--- src/rtl/zeroriscy_mem_arbiter.sv ---
`default_nettype none
// ============================================================================
//  Module   : zeroriscy_mem_arbiter
//  Purpose  : Two-requester req/gnt/rvalid arbiter onto one SRAM slave port,
//             with in-order response routing and m0 starvation guard.
//  Revision : 1.0
// ============================================================================
module zeroriscy_mem_arbiter #(
  parameter int MAX_OUTST    = 2,
  parameter int STARVE_LIMIT = 4
) (
  input  logic        clk,
  input  logic        rst_n,

  input  logic        m0_req,
  input  logic        m0_we,
  input  logic [3:0]  m0_be,
  input  logic [31:0] m0_addr,
  input  logic [31:0] m0_wdata,
  output logic        m0_gnt,
  output logic        m0_rvalid,
  output logic        m0_err,
  output logic [31:0] m0_rdata,

  input  logic        m1_req,
  input  logic        m1_we,
  input  logic [3:0]  m1_be,
  input  logic [31:0] m1_addr,
  input  logic [31:0] m1_wdata,
  output logic        m1_gnt,
  output logic        m1_rvalid,
  output logic        m1_err,
  output logic [31:0] m1_rdata,

  output logic        s_req,
  output logic        s_we,
  output logic [3:0]  s_be,
  output logic [31:0] s_addr,
  output logic [31:0] s_wdata,
  input  logic        s_gnt,
  input  logic        s_rvalid,
  input  logic        s_err,
  input  logic [31:0] s_rdata,

  output logic        protocol_err
);

  localparam int CNT_W = $clog2(MAX_OUTST + 1);
  localparam int PTR_W = (MAX_OUTST > 1) ? $clog2(MAX_OUTST) : 1;
  localparam int STV_W = $clog2(STARVE_LIMIT + 1);

  localparam logic [CNT_W-1:0] C_MAX_CNT    = CNT_W'(MAX_OUTST);
  localparam logic [PTR_W-1:0] C_LAST_PTR   = PTR_W'(MAX_OUTST - 1);
  localparam logic [STV_W-1:0] C_STARVE_MAX = STV_W'(STARVE_LIMIT);

  logic [CNT_W-1:0]     count;
  logic [PTR_W-1:0]     wr_ptr;
  logic [PTR_W-1:0]     rd_ptr;
  logic [MAX_OUTST-1:0] id_fifo;
  logic [STV_W-1:0]     starve;

  logic full;
  logic m0_wins;
  logic m1_wins;
  logic accept;
  logic pop;
  logic head_id;

  // Full comes only from registered count, so a pop never frees a slot early.
  assign full    = (count == C_MAX_CNT);
  assign s_req   = (m0_req | m1_req) & ~full;

  assign m0_wins = m0_req & (~m1_req | (starve == C_STARVE_MAX));
  assign m1_wins = m1_req & ~m0_wins;

  assign s_we    = m1_wins ? m1_we    : m0_we;
  assign s_be    = m1_wins ? m1_be    : m0_be;
  assign s_addr  = m1_wins ? m1_addr  : m0_addr;
  assign s_wdata = m1_wins ? m1_wdata : m0_wdata;

  assign accept  = s_req & s_gnt;
  assign m0_gnt  = accept & m0_wins;
  assign m1_gnt  = accept & m1_wins;

  assign pop       = s_rvalid & (count != '0);
  assign head_id   = id_fifo[rd_ptr];
  assign m0_rvalid = pop & ~head_id;
  assign m1_rvalid = pop &  head_id;

  assign m0_rdata = s_rdata;
  assign m1_rdata = s_rdata;
  assign m0_err   = s_err;
  assign m1_err   = s_err;

  always_ff @(posedge clk or negedge rst_n) begin
    if (!rst_n) begin
      count   <= '0;
      wr_ptr  <= '0;
      rd_ptr  <= '0;
      id_fifo <= '0;
    end else begin
      if (accept) begin
        id_fifo[wr_ptr] <= m1_wins;
        wr_ptr          <= (wr_ptr == C_LAST_PTR) ? '0 : wr_ptr + PTR_W'(1);
      end
      if (pop) begin
        rd_ptr <= (rd_ptr == C_LAST_PTR) ? '0 : rd_ptr + PTR_W'(1);
      end
      case ({accept, pop})
        2'b10:   count <= count + CNT_W'(1);
        2'b01:   count <= count - CNT_W'(1);
        default: count <= count;
      endcase
    end
  end

  // Counting is frozen on cycles where no arbitration could complete.
  always_ff @(posedge clk or negedge rst_n) begin
    if (!rst_n) begin
      starve <= '0;
    end else if (!m0_req || m0_gnt) begin
      starve <= '0;
    end else if (s_gnt && !full && (starve != C_STARVE_MAX)) begin
      starve <= starve + STV_W'(1);
    end
  end

  always_ff @(posedge clk or negedge rst_n) begin
    if (!rst_n) begin
      protocol_err <= 1'b0;
    end else if (s_rvalid && (count == '0)) begin
      protocol_err <= 1'b1;
    end
  end

endmodule
`default_nettype wire
--- config.mk ---
export PLATFORM = sky130hd
export DESIGN_NAME = zeroriscy_mem_arbiter
export DESIGN_NICKNAME = d
export VERILOG_FILES = /design/src/rtl/zeroriscy_mem_arbiter.sv
export SDC_FILE = /design/constraint.sdc
export NUM_CORES = 1
export LEC_CHECK = 0
export ABC_AREA = 1
export BUFFER_PORTS_ARGS = -buffer_cell sky130_fd_sc_hd__buf_2
export CORE_AREA = 2 2 122 124
export DETAILED_ROUTE_END_ITERATION = 16
export DIE_AREA = 0 0 124 126
export PLACE_DENSITY_LB_ADDON = 0.3
export SETUP_SLACK_MARGIN = 0.4
export SYNTH_ARGS = -nofsm -noshare
export SYNTH_HDL_FRONTEND = slang
export SYNTH_SLANG_ARGS = --single-unit
--- constraint.sdc ---
create_clock -name clk -period 1.8 [get_ports clk]
set_clock_uncertainty 0.15 [all_clocks]
set_input_delay 0.18 -clock clk [delete_from_list [all_inputs] [get_ports clk]]
set_output_delay 0.18 -clock clk [all_outputs]
set_load 0.02 [all_outputs]
==> results.tsv <==
metric	value	unit
outcome	finished with violations	
violations	setup timing	
synth_top_flop_cell	dfrtp_1	
synth_enable_flop_cells	0	
core	14300	sq um
start_util	13.5	%
finalCritPeriodShare	116	%
cp_max_fo	8	
ys_top_cells_by_count	nand2_1, buf_4, inv_1	
power.density	665	nW/um^2
die_h	126	um
grt_max_degree	26	
dp_hpwl	8170	um
netlist.area_leader.share	44.2	%
min_period	2.08	ns
ys_types	20	
p_comb_share	69.5	%
min_from	m0_req	
die_w	124	um
nets	717	
yosys.area.top_type	nand2_1	
yosysMostFrequentCell	nand2_1	
vias	2729	
ios	318	
drive_gt1_share	72.8	%
cp-start-kind	flop	
clockBufferDepth	2	
vdd_drop_max	775	uV
viasPerCell	3.79	
relSlewSlack	80.9	%
setup_slack	-0.285	ns
htreeDepth	1	
syn_inst	360	
placed_cell_area	3060	sq um
cts_inserted_buffers	3	
dpl_worst_slack	-0.0937	ns
dr.pass1.iters	4	
grt-ovfl-total	0	
ys_seq_elements	10	
grt_first_pass_wirelength	13600	um
grt_use_total	11.1	%
r2r_slack	0.10	ns
finalHoldViolCount	0	
clkLatencyLatePin	0.23	ns
crit_required	1.47	ns
crit_path_end_kind	output pin	
synth_nets	540	
drtIter0Drc	49	
io_buffer_count	218	
rr_startpoint	count[0]	
reg2reg_to	count[1]	
swShare	40.9	%
sequentialPowerShare	14.3	%
clkTransAtPathRegs	0.04	ns
rsz0062_at_grt	yes	
gp_congestion	0.775	
cts_sinks	10	
first_global_vias	2624	
slew_violations	0	
diodes	0	
dieArea	15600	sq um
clkPwrFrac	16.2	%
wire_per_inst	14.5	um
r2r_cells	8	
max_freq	0.480	GHz
area_growth	113	%
final_antenna_net_count	0	
worst_pin_slew	0.287	ns
ys_seq_area_share	12.9	%
drc	0	
cap_violations	0	
min_path_type	in2reg	
cp.arrival	1.75	ns
yosysWarnings	0	
cts_tree	done	
hold-path-endpoint	starve[2]	
p_int	1620	uW
synthArstFlopShare	100	%
synth.area.top_cells	nand2_1, buf_4, dfrtp_1	
criticalPathCategory	reg2out	
setup_viol	71	
hold_depth	3	
netSwitchingPower	1120	uW
postLayoutCellArea	4130	sq um
power.leakage	0.00232	uW
syn_area	1940	sq um
antenna_found_initial	0	
root_buffer	clkbuf_16	
syn_avg_cell_area	5.38	sq um
rows	44	
drt_wl_total	10400	um
registers in the layout, indices dropped and copies added, names as in the netlist:
| name | count |
|---|---|
| count | 2 |
| id_fifo | 2 |
| protocol_err | 1 |
| rd_ptr | 1 |
| starve | 3 |
| wr_ptr | 1 |
worst max-delay path, stage by stage (launching register included):
cell       delay (ns)
dfrtp_1          0.35
inv_2            0.06
ha_4             0.16
nand2_4          0.06
a21oi_4          0.07
nor2_4           0.22
buf_12           0.19
clkbuf_16        0.16
nand2_1          0.06
nand2_2          0.07
buf_6            0.11
kinds of logic after synthesis:
group,after synthesis,synth area share [%]
AND/OR/NAND/NOR,237,46.8
buffers and inverters,96,33.2
AO/OA/AOI/OAI,10,3.29
flip-flops,10,12.9
XOR/XNOR,3,1.36
adder cells (fa/ha/maj),3,1.94
multiplexers,1,0.516
power by group through the flow:
| stage | Combinational, uW | Clock, uW | Sequential [uW] |
|---|---|---|---|
| detailed placement | 1250 | 0 | 380 |
| global route | 2050 | 464 | 406 |
| finish | 1910 | 444 | 392 |
| global placement | 1260 | 0 | 380 |
| floorplan | 966 | 0 | 364 |
| CTS | 1640 | 449 | 370 |
placed cells by master, fill, tap and decap left out, types with 2 or more instances in the layout:
cell type    n
buf_2      144
nand2_1    115
nand2_2     98
buf_6       80
nand2_4     15
buf_4       13
dfrtp_1      9
inv_1        8
inv_2        7
clkbuf_16    7
buf_8        5
buf_12       5
a21oi_1      3
a21oi_4      2
nor2_4       2
nand3_1      2
nand4_1      2
ha_4         2
area by class of cell:
type	instances	area, sq um
flip-flops and latches	10	251
multi-input cells	254	1490
clock buffers	4	88.8
fillers	1600	10200
well taps	184	230
inverters	16	65.1
repair buffers	252	2000
how the worst max path moves through the flow:
stage	startpoint	endpoint	slack [ns]	cells past startpoint
5_1_grt	starve[0]	s_addr[12]	-0.38	10
3_3_place_gp	starve[0]	s_wdata[30]	-0.07	9
6_report	starve[0]	s_addr[1]	-0.28	10
4_1_cts	starve[0]	s_addr[12]	-0.27	10
3_5_place_dp	starve[0]	s_wdata[16]	-0.09	10
2_1_floorplan	starve[0]	m1_gnt	0.15	8
per-stage QoR:
stage          power, uW  TNS (ns)  util (%)  hold WS (ns)  instances
6_report            2750    -17.43      28.9        0.0988        720
5_1_grt             2920    -23.93      28.9        0.0996        720
4_1_cts             2460    -16.84      24.9        0.0885        711
3_5_place_dp        1630     -3.22      21.4       -0.0810        700
3_3_place_gp        1640     -1.73      21.4       -0.0759        700
2_1_floorplan       1330         0         -        -0.266        360
timing repair:
action	4_1_cts	5_1_grt
endpoints found under the setup margin	81	81
pin swaps	3	27
resized for setup	118	125
hold buffers	1	0
setup buffers	6	4
cloned	0	5
endpoints found under the hold margin	10	0
routing by layer:
layer | track usage, % | wire length [um]
met1 | 12.3 | 3860
met2 | 21.2 | 5370
met3 | 2.72 | 1110
met4 | 1.92 | 110
met5 | 0 | 0
(Power assumes the default switching activity.)
